[src/rtl/dmem_block_mover_if.sv]
// Bundle of the block mover's command, status and data memory port signals.
// The master view belongs to the mover. The slave view belongs to whoever
// issues commands and answers the memory port.
interface dmem_block_mover_if #(
    parameter int ADDR_W = 8,
    parameter int DATA_W = 32,
    parameter int LEN_W  = 7
);
    logic              start;
    logic              mode;
    logic [ADDR_W-1:0] src_addr;
    logic [ADDR_W-1:0] dst_addr;
    logic [LEN_W-1:0]  length;
    logic [DATA_W-1:0] fill_data;
    logic              busy;
    logic              done;
    logic [LEN_W-1:0]  words_done;
    logic [ADDR_W-1:0] addr;
    logic [DATA_W-1:0] write_data;
    logic [DATA_W-1:0] read_data;
    logic              MemRead;
    logic              MemWrite;

    modport master (
        input  start, mode, src_addr, dst_addr, length, fill_data, read_data,
        output busy, done, words_done, addr, write_data, MemRead, MemWrite
    );

    modport slave (
        output start, mode, src_addr, dst_addr, length, fill_data, read_data,
        input  busy, done, words_done, addr, write_data, MemRead, MemWrite
    );
endinterface

[src/rtl/dmem_block_mover.sv]
// Word-granular block copy / block fill engine that masters the data memory
// port. Copy alternates one read cycle and one write cycle per word, walking
// both pointers upward. Fill writes the latched pattern on every cycle.
// The memory-side outputs depend only on state and registers.
module dmem_block_mover #(
    parameter int ADDR_W = 8,
    parameter int DATA_W = 32,
    parameter int LEN_W  = 7
) (
    input  logic                clk,
    input  logic                reset,
    dmem_block_mover_if.master  bus
);

    typedef enum logic [1:0] {
        IDLE = 2'd0,
        RD   = 2'd1,
        WR   = 2'd2,
        DONE = 2'd3
    } state_t;

    localparam logic [ADDR_W-1:0] WORD_STEP = ADDR_W'(4);
    localparam logic [LEN_W-1:0]  ONE_WORD  = LEN_W'(1);

    state_t            state_q, state_d;
    logic [ADDR_W-1:0] src_ptr_q, src_ptr_d;
    logic [ADDR_W-1:0] dst_ptr_q, dst_ptr_d;
    logic [LEN_W-1:0]  remaining_q, remaining_d;
    logic [LEN_W-1:0]  words_done_q, words_done_d;
    logic              mode_q, mode_d;
    logic [DATA_W-1:0] fill_q, fill_d;
    logic [DATA_W-1:0] buf_q, buf_d;
    logic [ADDR_W-1:0] last_addr_q, last_addr_d;
    logic [DATA_W-1:0] last_wdata_q, last_wdata_d;

    logic [DATA_W-1:0] wr_word;

    // Word presented during a write: the buffered read for copy, the pattern for fill
    always_comb begin
        wr_word = mode_q ? fill_q : buf_q;
    end

    // Next-state and datapath updates for the transfer sequencer
    always_comb begin
        state_d      = state_q;
        src_ptr_d    = src_ptr_q;
        dst_ptr_d    = dst_ptr_q;
        remaining_d  = remaining_q;
        words_done_d = words_done_q;
        mode_d       = mode_q;
        fill_d       = fill_q;
        buf_d        = buf_q;
        last_addr_d  = last_addr_q;
        last_wdata_d = last_wdata_q;

        case (state_q)
            IDLE: begin
                if (bus.start) begin
                    // Byte offsets inside a word are dropped; transfers are word aligned.
                    src_ptr_d    = {bus.src_addr[ADDR_W-1:2], 2'b00};
                    dst_ptr_d    = {bus.dst_addr[ADDR_W-1:2], 2'b00};
                    remaining_d  = bus.length;
                    mode_d       = bus.mode;
                    fill_d       = bus.fill_data;
                    words_done_d = '0;
                    if (bus.length == '0) begin
                        state_d = DONE;
                    end else if (bus.mode) begin
                        state_d = WR;
                    end else begin
                        state_d = RD;
                    end
                end
            end
            RD: begin
                buf_d       = bus.read_data;
                src_ptr_d   = src_ptr_q + WORD_STEP;
                last_addr_d = src_ptr_q;
                state_d     = WR;
            end
            WR: begin
                dst_ptr_d    = dst_ptr_q + WORD_STEP;
                remaining_d  = remaining_q - ONE_WORD;
                words_done_d = words_done_q + ONE_WORD;
                last_addr_d  = dst_ptr_q;
                last_wdata_d = wr_word;
                if (remaining_q == ONE_WORD) begin
                    state_d = DONE;
                end else if (mode_q) begin
                    state_d = WR;
                end else begin
                    state_d = RD;
                end
            end
            DONE: begin
                state_d = IDLE;
            end
            default: begin
                state_d = IDLE;
            end
        endcase
    end

    // Registered state, pointers, counters and held bus values
    always_ff @(posedge clk) begin
        if (reset) begin
            state_q      <= IDLE;
            src_ptr_q    <= '0;
            dst_ptr_q    <= '0;
            remaining_q  <= '0;
            words_done_q <= '0;
            mode_q       <= 1'b0;
            fill_q       <= '0;
            buf_q        <= '0;
            last_addr_q  <= '0;
            last_wdata_q <= '0;
        end else begin
            state_q      <= state_d;
            src_ptr_q    <= src_ptr_d;
            dst_ptr_q    <= dst_ptr_d;
            remaining_q  <= remaining_d;
            words_done_q <= words_done_d;
            mode_q       <= mode_d;
            fill_q       <= fill_d;
            buf_q        <= buf_d;
            last_addr_q  <= last_addr_d;
            last_wdata_q <= last_wdata_d;
        end
    end

    // Port decode from state and registers only; the bus holds its last values when idle
    always_comb begin
        bus.busy       = (state_q == RD) || (state_q == WR);
        bus.done       = (state_q == DONE);
        bus.MemRead    = (state_q == RD);
        bus.MemWrite   = (state_q == WR);
        bus.words_done = words_done_q;
        bus.addr       = last_addr_q;
        bus.write_data = last_wdata_q;
        case (state_q)
            RD: begin
                bus.addr = src_ptr_q;
            end
            WR: begin
                bus.addr       = dst_ptr_q;
                bus.write_data = wr_word;
            end
            default: begin
                bus.addr       = last_addr_q;
                bus.write_data = last_wdata_q;
            end
        endcase
    end

endmodule

[src/flat_wrapper.sv]
// flat-port wrapper written by rule: the top's interface ports become plain ports
module dmem_block_mover_flat 
#(
    parameter int ADDR_W = 8,
    parameter int DATA_W = 32,
    parameter int LEN_W  = 7
)
  (clk, reset, bus_start, bus_mode, bus_src_addr, bus_dst_addr, bus_length, bus_fill_data, bus_read_data, bus_busy, bus_done, bus_words_done, bus_addr, bus_write_data, bus_MemRead, bus_MemWrite);
  dmem_block_mover_if #(.ADDR_W(ADDR_W), .DATA_W(DATA_W), .LEN_W(LEN_W)) bus_i ();
  input  logic clk;
  input  logic reset;
  input wire logic [$bits(bus_i.start)-1:0] bus_start;
  input wire logic [$bits(bus_i.mode)-1:0] bus_mode;
  input wire logic [$bits(bus_i.src_addr)-1:0] bus_src_addr;
  input wire logic [$bits(bus_i.dst_addr)-1:0] bus_dst_addr;
  input wire logic [$bits(bus_i.length)-1:0] bus_length;
  input wire logic [$bits(bus_i.fill_data)-1:0] bus_fill_data;
  input wire logic [$bits(bus_i.read_data)-1:0] bus_read_data;
  output wire logic [$bits(bus_i.busy)-1:0] bus_busy;
  output wire logic [$bits(bus_i.done)-1:0] bus_done;
  output wire logic [$bits(bus_i.words_done)-1:0] bus_words_done;
  output wire logic [$bits(bus_i.addr)-1:0] bus_addr;
  output wire logic [$bits(bus_i.write_data)-1:0] bus_write_data;
  output wire logic [$bits(bus_i.MemRead)-1:0] bus_MemRead;
  output wire logic [$bits(bus_i.MemWrite)-1:0] bus_MemWrite;
  assign bus_i.start = bus_start;
  assign bus_i.mode = bus_mode;
  assign bus_i.src_addr = bus_src_addr;
  assign bus_i.dst_addr = bus_dst_addr;
  assign bus_i.length = bus_length;
  assign bus_i.fill_data = bus_fill_data;
  assign bus_i.read_data = bus_read_data;
  assign bus_busy = bus_i.busy;
  assign bus_done = bus_i.done;
  assign bus_words_done = bus_i.words_done;
  assign bus_addr = bus_i.addr;
  assign bus_write_data = bus_i.write_data;
  assign bus_MemRead = bus_i.MemRead;
  assign bus_MemWrite = bus_i.MemWrite;
  dmem_block_mover #(.ADDR_W(ADDR_W), .DATA_W(DATA_W), .LEN_W(LEN_W)) u_core (.clk(clk), .reset(reset), .bus(bus_i));
endmodule
[config.mk]
export PLATFORM = sky130hd
export DESIGN_NAME = dmem_block_mover_flat
export DESIGN_NICKNAME = d
export VERILOG_FILES = /design/src/rtl/dmem_block_mover_if.sv /design/src/rtl/dmem_block_mover.sv /design/src/flat_wrapper.sv
export SDC_FILE = /design/constraint.sdc
export NUM_CORES = 1
export LEC_CHECK = 0
export CAP_MARGIN = 20
export CORE_MARGIN = 3
export CORE_UTILIZATION = 60
export DETAILED_ROUTE_END_ITERATION = 8
export DONT_BUFFER_PORTS = 1
export HOLD_SLACK_MARGIN = 0.1
export PLACE_DENSITY_LB_ADDON = 0.3
export SLEW_MARGIN = 30
export SYNTH_ARGS = -nofsm -noshare
export SYNTH_HDL_FRONTEND = slang
export SYNTH_SLANG_ARGS = --single-unit
[constraint.sdc]
create_clock -name clk -period 3.3 [get_ports clk]
set_input_delay 0.66 -clock clk [delete_from_list [all_inputs] [get_ports clk]]
set_output_delay 0.66 -clock clk [all_outputs]
set_load 0.05 [all_outputs]
==> metrics.log, run 1 <==
[metrics] outcome: finished, final reports clean
[metrics] Hold Violations, Final: 0
[metrics] setup TNS after final layout: 0 ps
[metrics] post-synthesis cell count: 660
[metrics] worst vdd rail ir drop: between 0.6 and 0.7 mV
[metrics] first-pass iteration count of the detailed router: 4
[metrics] startpoint of the most critical setup path: u_core.state_q[0]
[metrics] r2r startpoint: u_core.state_q[1]
[metrics] count of boundary I/O pins: 142
[metrics] setup repair after global routing missed its margin: false
[metrics] Final Critical Period: 3070 ps
[metrics] latest clock arrival within the worst-skew pair: 520 ps
[metrics] net count of the mapped netlist: 761
[metrics] type of the tightest min-delay check: in -> reg
[metrics] layer with the highest usage: met2
[metrics] Clock Tree Buf Depth: 2
[metrics] Setup Buffers After CTS: 0
[metrics] Site Rows: 35
[metrics] Yosys cell types: 46
[metrics] via count: between 4k and 5k
[metrics] WS Path Type: reg -> out
[metrics] TritonCTS clock tree: yes
[metrics] arrival time at the worst endpoint: 2410 ps
[metrics] port buffer count: 0
[metrics] Yosys warnings: 0
[metrics] clock root buffer: sky130_fd_sc_hd__clkbuf_8
[metrics] critical path endpoint category: primary output
[metrics] sequential share of power: slightly above 30%
[metrics] number of fill cells: 706
[metrics] share of the cycle needed by the critical path after routing: 92.9%
[metrics] Setup Viol. Count Final: 0
[metrics] core area: roughly 9000 µm²
[metrics] number of pins with negative max-slew slack in the final report: 0
[metrics] overflow left after global routing: 0
[metrics] Async S/R FF share, synth: 0%
[metrics] Mapped Avg Cell Area: 8.67 µm²
[metrics] worst r2r dst: u_core.src_ptr_q[5]
[metrics] pre-CTS setup slack: ~760 ps
[metrics] critical path's slowest cell: sky130_fd_sc_hd__nor2b_1
[metrics] routing usage on met2: 44.1%
[metrics] setup slack of the critical path after layout: approximately 230 ps
[metrics] hold buffer count at CTS: 0
[metrics] number of enable flip-flop cells after synthesis: 0
[metrics] routing usage on met1: 28.9%
[metrics] cell types occupying the most area after synthesis: sky130_fd_sc_hd__dfxtp_1 (47%), sky130_fd_sc_hd__mux2i_1 (12%), sky130_fd_sc_hd__a21oi_1 (7.8%)
[metrics] CTS clock-pin slew for the worst setup and hold paths: approximately 60 ps
[metrics] Synth Flop Type: sky130_fd_sc_hd__dfxtp_1
[metrics] # H-tree levels: 4
[metrics] fraction of power spent switching nets: around two fifths
[metrics] die height: roughly 100 µm
[metrics] clock network fraction of total power: 28.1%
[metrics] worst endpoint required time: 2640 ps
[metrics] worst clock skew: 8.69 ps
[metrics] overall global routing resource usage: 25.7%
[metrics] fraction of the yosys area taken by sequential cells: 46.5%
[metrics] most instantiated cells after synthesis: sky130_fd_sc_hd__dfxtp_1 (133), sky130_fd_sc_hd__nor2_1 (92), sky130_fd_sc_hd__a21oi_1 (89), sky130_fd_sc_hd__nand2_1 (78), sky130_fd_sc_hd__mux2i_1 (68)
[metrics] Worst Reg2Reg Path Length in Cells: 7
[metrics] Placer Congestion: 0.806
[metrics] nets: slightly below 800
[metrics] total clock buffers created by CTS: 17
[metrics] post-route ant nets: 0
[metrics] area enclosed by the die boundary: 10700 µm²
[metrics] cell-internal power: 4.00 mW
[metrics] Post-Layout Cell Count: approximately 800
[metrics] post-cts sizing count: 0
[metrics] Tightest Pin Transition: 974 ps
[metrics] wire length of the first global-routing pass: ~23000 µm
[metrics] hold-critical path depth: 1
[metrics] wire length reported by the detailed router: approximately 14000 µm
[metrics] antenna violations before repair: 0
[metrics] fraction of final layout cells with drive strength greater than 1: 13.0%
[metrics] Initial Util: roughly three fifths
[metrics] upper clock frequency limit: 326 MHz
[metrics] final routed wire length divided by cell count: about 17 µm
[metrics] normalized max-slew margin: 34.9%
[metrics] x dimension of the die: 104 µm
[metrics] cell taking the most area after synthesis: sky130_fd_sc_hd__dfxtp_1
[metrics] total number of clock tree sinks: 133
[metrics] number of global-route vias before repair: 4854
[metrics] fraction of post-synthesis cell area in the top cell type by area: 46.5%
[metrics] met3 track demand over resource in global routing: a little under a tenth
[metrics] net switching power: 2.80 mW
[metrics] cell breakdown of the critical path: inv_1, ha_1, nor2b_1
[metrics] slowest stage delay, CP: 820 ps
[metrics] Max FO, Critical Path: 13
[metrics] count of max-cap constraint violations: 0
[metrics] power density over cell area: 1020 nW/µm²
[metrics] total placed cells including tap cells: approximately 790
[metrics] maximum number of pins on one net before global-route repair: between 100 and 150
[metrics] Via density: 5.73
[metrics] standby leakage power: 2.51 nW
[metrics] number of DRC violations after detailed-routing iteration 0: 233
[metrics] cell area after synthesis: 5720 µm²
[metrics] area growth from synthesis to layout: 16.9%
[metrics] total DRC errors in the routed layout: 0
[metrics] termination of the worst setup path: bus_addr[1]
[metrics] number of antenna cells inserted: 0
[metrics] flop-to-flop setup slack: around 1000 ps
[metrics] most common cell in the synthesized netlist: sky130_fd_sc_hd__dfxtp_1
[metrics] share of total power in combinational logic: about 41%
[metrics] number of register bits inferred by synthesis: 133
[metrics] sort of element at the start of the critical path: flop
[metrics] Final HPWL DP: roughly 8600 µm
kinds of logic after synthesis:
group           synth area share, %
simple gates                   19.8
flops                          46.5
buf+inv                        4.18
mux                            12.1
fa+ha+maj                      2.19
xor+xnor                      0.765
compound gates                 14.5
layer usage:
layer  part of all wire (%)  up-vias  wire length [µm]
met1                     40     2210              5410
met3                    8.2       35              1110
met5                      0        -                 0
met4                    2.4        0               327
li1                       -     2291                 -
met2                     50      166              6750
metrics by stage:
step / power [mW] / hold slack, ps / area [µm²] / utilization, %
finish: 6.80 / 215 / 6690 / 72.4
floorplan: 4.21 / 436 / 5720 / -
global placement: 4.82 / 435 / 6080 / 65.8
detailed placement: 4.89 / 441 / 6080 / 65.8
CTS: 6.81 / 197 / 6680 / 72.3
global route: 7.13 / 188 / 6690 / 72.4
layout by cell type (no fill, tap or decap), types with 3 or more instances in the layout:
master,count
sky130_fd_sc_hd__o32ai_1,3
sky130_fd_sc_hd__clkbuf_16,16
sky130_fd_sc_hd__o21ai_1,11
sky130_fd_sc_hd__nand2b_1,5
sky130_fd_sc_hd__and3_1,4
sky130_fd_sc_hd__inv_6,3
sky130_fd_sc_hd__nand3_1,5
sky130_fd_sc_hd__bufinv_16,3
sky130_fd_sc_hd__buf_12,3
sky130_fd_sc_hd__clkinvlp_4,3
sky130_fd_sc_hd__nor3_1,5
sky130_fd_sc_hd__inv_1,5
sky130_fd_sc_hd__mux2i_1,67
sky130_fd_sc_hd__a21oi_1,89
sky130_fd_sc_hd__o21ai_0,6
sky130_fd_sc_hd__nor2b_1,46
sky130_fd_sc_hd__a211oi_1,4
sky130_fd_sc_hd__clkinv_4,3
sky130_fd_sc_hd__xor2_1,5
sky130_fd_sc_hd__nand2_1,78
sky130_fd_sc_hd__ha_1,8
sky130_fd_sc_hd__a311oi_1,3
sky130_fd_sc_hd__buf_4,43
sky130_fd_sc_hd__nor2_1,92
sky130_fd_sc_hd__nand4_1,4
sky130_fd_sc_hd__o2bb2ai_1,3
sky130_fd_sc_hd__dfxtp_1,132
sky130_fd_sc_hd__a22oi_1,7
how the worst min path moves through the flow:
stage | startpoint | to | slack, ps
2_1_floorplan | u_core.fill_q[0] | u_core.fill_q[0] | 440
3_3_place_gp | u_core.fill_q[15] | u_core.fill_q[15] | 440
3_5_place_dp | u_core.fill_q[20] | u_core.fill_q[20] | 440
4_1_cts | reset | u_core.last_wdata_q[22] | 200
5_1_grt | reset | u_core.last_wdata_q[19] | 190
6_report | reset | u_core.buf_q[20] | 220
sequential cells by signal (all words and copies together) (netlist names), 2 cells and up:
register,cells
u_core.last_wdata_q,32
u_core.bus.words_done,7
u_core.state_q,2
u_core.buf_q,32
u_core.dst_ptr_q,6
u_core.fill_q,32
u_core.last_addr_q,8
u_core.src_ptr_q,6
u_core.remaining_q,7
power by group through the flow:
| stage | registers (mW) | clock network, mW | logic, mW |
|---|---|---|---|
| 6_report | 2.09 | 1.91 | 2.80 |
| 5_1_grt | 2.13 | 2.00 | 3.00 |
| 3_3_place_gp | 2.10 | 0 | 2.72 |
| 4_1_cts | 2.09 | 1.92 | 2.80 |
| 3_5_place_dp | 2.12 | 0 | 2.77 |
| 2_1_floorplan | 2.07 | 0 | 2.14 |
layout make-up:
type	instances	area [µm²]	area share [%]
Clock buffer	18	428	6.40
Clock inverter	14	175	2.62
Inverter	7	26.3	0.393
Multi-Input combinational cell	473	2850	42.6
Sequential cell	133	2660	39.8
Tap cell	129	161	2.41
Timing Repair Buffer	46	383	5.72
worst max-delay path, delay by kind of cell (launching register included):
family	cells	cell delay, ps
buffers and inverters	1	150
DFF	1	430
adders and majority gates	1	490
and+or+nand+nor	1	820
Note: power is estimated with default switching activity, not from simulation.
==> inputs of run 2 (changes only) <==
--- a/config.mk
+++ b/config.mk
@@ -5,9 +5,12 @@
 export SDC_FILE = /design/constraint.sdc
 export NUM_CORES = 1
 export LEC_CHECK = 0
+export ABC_AREA = 1
 export CAP_MARGIN = 20
+export CELL_PAD_IN_SITES_DETAIL_PLACEMENT = 1
+export CELL_PAD_IN_SITES_GLOBAL_PLACEMENT = 1
 export CORE_MARGIN = 3
-export CORE_UTILIZATION = 60
+export CORE_UTILIZATION = 48
 export DETAILED_ROUTE_END_ITERATION = 8
 export DONT_BUFFER_PORTS = 1
 export HOLD_SLACK_MARGIN = 0.1
==> run 2 against run 1 <==
Net effect:
- total power fell by 16%
- largest cell class unchanged
- critical path depth grew 3
- clock power is 9% lower
- flip-flop and latch count stayed put
- largest power group is now registers
- register-to-register slack got worse by 100 ps
- first-iteration DRC count rose by 28%
- global-route usage is 0.082 points higher
- worst hold slack improved by 94 ps
==> metrics.log, run 2 <==
[metrics] hold buffer count at CTS: 0 (unchanged)
[metrics] critical path endpoint category: primary output
[metrics] total placed cells including tap cells: 1009 (+28%)
[metrics] number of register bits inferred by synthesis: 133 (unchanged)
[metrics] number of DRC violations after detailed-routing iteration 0: 299 (+28%)
[metrics] Mapped Avg Cell Area: 6.83 µm² (-21%)
[metrics] critical path's slowest cell: sky130_fd_sc_hd__inv_2
[metrics] most common cell in the synthesized netlist: sky130_fd_sc_hd__nor2_1
[metrics] core area: 12100 µm² (+31%)
[metrics] number of pins with negative max-slew slack in the final report: 0 (unchanged)
[metrics] most instantiated cells after synthesis: sky130_fd_sc_hd__nor2_1 (252), sky130_fd_sc_hd__o21ai_0 (153), sky130_fd_sc_hd__dfxtp_1 (133), sky130_fd_sc_hd__inv_1 (105), sky130_fd_sc_hd__nand2_1 (82)
[metrics] Largest regs: u_core.buf_q: 32 flops, u_core.fill_q: 32 flops, u_core.last_wdata_q: 32 flops
[metrics] nets: 961 (+23%)
[metrics] Post-Layout Cell Count: 1041 (+27%)
[metrics] count of max-cap constraint violations: 0 (unchanged)
[metrics] cell area after synthesis: 5990 µm² (+4.6%)
[metrics] fraction of final layout cells with drive strength greater than 1: 9.85% (-3.2 points)
[metrics] cell taking the most area after synthesis: sky130_fd_sc_hd__dfxtp_1
[metrics] Yosys cell types: 36 (-22%)
[metrics] Max FO, Critical Path: 46 (+33)
[metrics] setup TNS after final layout: 0 ps (unchanged)
[metrics] post-synthesis cell count: 876 (+33%)
[metrics] Async S/R FF share, synth: 0% (unchanged)
[metrics] post-route ant nets: 0 (unchanged)
[metrics] Placer Congestion: 0.833 (+3.4%)
[metrics] Setup Buffers After CTS: 0 (unchanged)
[metrics] area growth from synthesis to layout: 12.4%
[metrics] cell-internal power: 3.37 mW (-16%)
[metrics] fraction of power spent switching nets: 40.8% (-0.40 points)
[metrics] share of total power in combinational logic: 33.2% (-7.9 points)
[metrics] latest clock arrival within the worst-skew pair: 420 ps (-100 ps)
[metrics] upper clock frequency limit: 328 MHz (+0.68%)
[metrics] normalized max-slew margin: 31.8% (-3.1 points)
[metrics] Worst Reg2Reg Path Length in Cells: 8 (+1)
[metrics] standby leakage power: 2.79 nW (+11%)
[metrics] fraction of the yosys area taken by sequential cells: 44.5% (-2.0 points)
[metrics] wire length of the first global-routing pass: 29000 µm (+27%)
[metrics] r2r startpoint: u_core.state_q[0]
[metrics] leading cell type in the layout, fill and taps excluded: sky130_fd_sc_hd__nor2_1
[metrics] slowest stage delay, CP: 610 ps (-210 ps)
[metrics] total DRC errors in the routed layout: 0 (unchanged)
[metrics] Tightest Pin Transition: 1020 ps (+42.2 ps)
[metrics] Final HPWL DP: 11700 µm (+35%)
[metrics] number of antenna cells inserted: 0 (unchanged)
[metrics] via count: 5572 (+19%)
[metrics] worst r2r dst: u_core.remaining_q[1]
[metrics] Hold Violations, Final: 0 (unchanged)
[metrics] worst endpoint required time: 2640 ps (about the same)
[metrics] total clock buffers created by CTS: 17 (unchanged)
[metrics] final cell utilization of the core: 55.6% (-17 points)
[metrics] sequential share of power: 36.5% (+5.8 points)
[metrics] Synth Flop Type: sky130_fd_sc_hd__dfxtp_1
[metrics] Design Area, Final: 6730 µm² (+0.62%)
[metrics] number of fill cells: 1603 (+130%)
[metrics] commonest cells after routing, fill and taps aside: sky130_fd_sc_hd__nor2_1 (252), sky130_fd_sc_hd__dfxtp_1 (133), sky130_fd_sc_hd__o21ai_0 (125)
[metrics] net switching power: 2.32 mW (-17%)
[metrics] TritonCTS clock tree: yes
[metrics] count of boundary I/O pins: 142 (unchanged)
[metrics] cell breakdown of the critical path: inv_1, ha_2, inv_2, nor2_1, o21ai_0, o21ai_1
[metrics] Initial Util: 49.4% (-13 points)
[metrics] WS Path Type: reg -> out
[metrics] placed cell area: 6110 µm² (+0.43%)
[metrics] area enclosed by the die boundary: 13800 µm² (+29%)
[metrics] power density over cell area: 846 nW/µm² (-17%)
[metrics] Final Critical Period: 3050 ps (-20.6 ps)
[metrics] sort of element at the start of the critical path: flop
[metrics] Bufs and invs on worst path: 2 (+1)
[metrics] total number of clock tree sinks: 133 (unchanged)
[metrics] antenna violations before repair: 0 (unchanged)
[metrics] hold endpoint: u_core.last_wdata_q[17]
[metrics] number of global-route vias before repair: 5869 (+21%)
[metrics] Clock Tree Buf Depth: 2 (unchanged)
[metrics] flop-to-flop setup slack: 910 ps (-100 ps)
[metrics] setup repair after global routing missed its margin: false
[metrics] Site Rows: 40 (+14%)
[metrics] Top delay family on crit path: buffers and inverters
[metrics] overflow left after global routing: 0 (unchanged)
[metrics] share of the cycle needed by the critical path after routing: 92.3% (-0.63 points)
[metrics] port buffer count: 0 (unchanged)
[metrics] x dimension of the die: 118 µm (+14%)
[metrics] startpoint of the tightest hold check path: reset
[metrics] fraction of post-synthesis cell area in the top cell type by area: 44.5% (-2.0 points)
[metrics] Via density: 5.35 (-6.7%)
[metrics] overall global routing resource usage: 25.8% (+0.082 points)
[metrics] clock root buffer: sky130_fd_sc_hd__clkbuf_16
[metrics] net count of the mapped netlist: 977 (+28%)
[metrics] worst clock skew: 5.17 ps (-3.52 ps)
[metrics] CTS clock-pin slew for the worst setup and hold paths: 60 ps (about the same)
[metrics] # H-tree levels: 4 (unchanged)
[metrics] final routed wire length divided by cell count: 17.0 µm (+2.3%)
[metrics] wire length reported by the detailed router: 17700 µm (+30%)
[metrics] type of the tightest min-delay check: in -> reg
[metrics] clock network fraction of total power: 30.3% (+2.2 points)
[metrics] worst vdd rail ir drop: 0.400 mV (-42%)
[metrics] Power Total: 5.69 mW (-16%)
[metrics] post-cts sizing count: 0 (unchanged)
[metrics] arrival time at the worst endpoint: 2390 ps (-20 ps)
[metrics] cell types occupying the most area after synthesis: sky130_fd_sc_hd__dfxtp_1 (44%), sky130_fd_sc_hd__nor2_1 (16%), sky130_fd_sc_hd__o21ai_0 (13%)
[metrics] first-pass iteration count of the detailed router: 4 (unchanged)
[metrics] die height: 118 µm (+14%)
[metrics] hold-critical path depth: 1 (unchanged)
[metrics] outcome: finished, final reports clean
[metrics] number of enable flip-flop cells after synthesis: 0 (unchanged)
[metrics] maximum number of pins on one net before global-route repair: 54 (-59%)
[metrics] Yosys warnings: 0 (unchanged)
[metrics] Setup Viol. Count Final: 0 (unchanged)
==> run 2: changes by cell type after synthesis, moves of 4 or more <==
cell and change:
sky130_fd_sc_hd__a21oi_1 -62, sky130_fd_sc_hd__a22oi_1 -6, sky130_fd_sc_hd__buf_2 +4, sky130_fd_sc_hd__inv_1 +100
sky130_fd_sc_hd__mux2i_1 -68, sky130_fd_sc_hd__nand2_1 +4, sky130_fd_sc_hd__nand2b_1 -5, sky130_fd_sc_hd__nand3_1 +10
sky130_fd_sc_hd__nor2_1 +160, sky130_fd_sc_hd__nor2b_1 -46, sky130_fd_sc_hd__o21ai_0 +147, sky130_fd_sc_hd__o21ai_1 -6
sky130_fd_sc_hd__xor2_1 -5
==> run 2: stage by stage <==
step / setup slack, ps / hold slack [ps]
global route: 17.6 / 292
detailed placement: 699 / 438
global placement: 745 / 424
CTS: 201 / 291
finish: 254 / 309
floorplan: 243 / 416
==> run 2: worst max path at each step <==
stage               slack [ps]         startpoint            endpoint  depth (start not counted)
finish                     250  u_core.state_q[0]   bus_write_data[3]                          6
global route                20  u_core.state_q[0]   bus_write_data[3]                          6
CTS                        200  u_core.state_q[0]  bus_write_data[18]                          6
global placement           740  u_core.state_q[0]  bus_write_data[31]                          6
detailed placement         700  u_core.state_q[0]   bus_write_data[6]                          6
floorplan                  240  u_core.state_q[0]  bus_write_data[10]                          5
==> run 2: metal layers <==
layer | part of all wire [%] | GRT usage [%] | up-vias
met5 | 0 | 0 | -
met4 | 1.4 | 8.64 | 0
met3 | 5.4 | 7.59 | 20
met2 | 50 | 45.1 | 115
met1 | 43 | 30.2 | 2712
li1 | - | - | 2725
==> run 2: final cells by class <==
type                    instances  area (µm²)  area share [%]
clock buffers                  20         467            6.94
clock inverters                12        80.1            1.19
flip-flops and latches        133        2660            39.6
inverters                     108         405            6.02
multi-input cells             582        2740            40.8
repair buffers                 18         160            2.38
well taps                     168         210            3.12
==> run 2: logic make-up after synthesis <==
group / Yosys count / share of synthesized area, %
AND/OR/NAND/NOR: 367 / 24.1
AO/OA/AOI/OAI: 205 / 18.0
buffers and inverters: 161 / 11.3
flip-flops: 133 / 44.5
adder cells (fa/ha/maj): 10 / 2.09
==> run 2: power by group through the flow <==
stage	clock network, mW	registers, mW	logic (mW)
3_5_place_dp	0	2.10	1.84
2_1_floorplan	0	2.05	1.51
5_1_grt	1.83	2.11	2.11
6_report	1.73	2.08	1.89
4_1_cts	1.75	2.07	1.86
3_3_place_gp	0	2.08	1.74
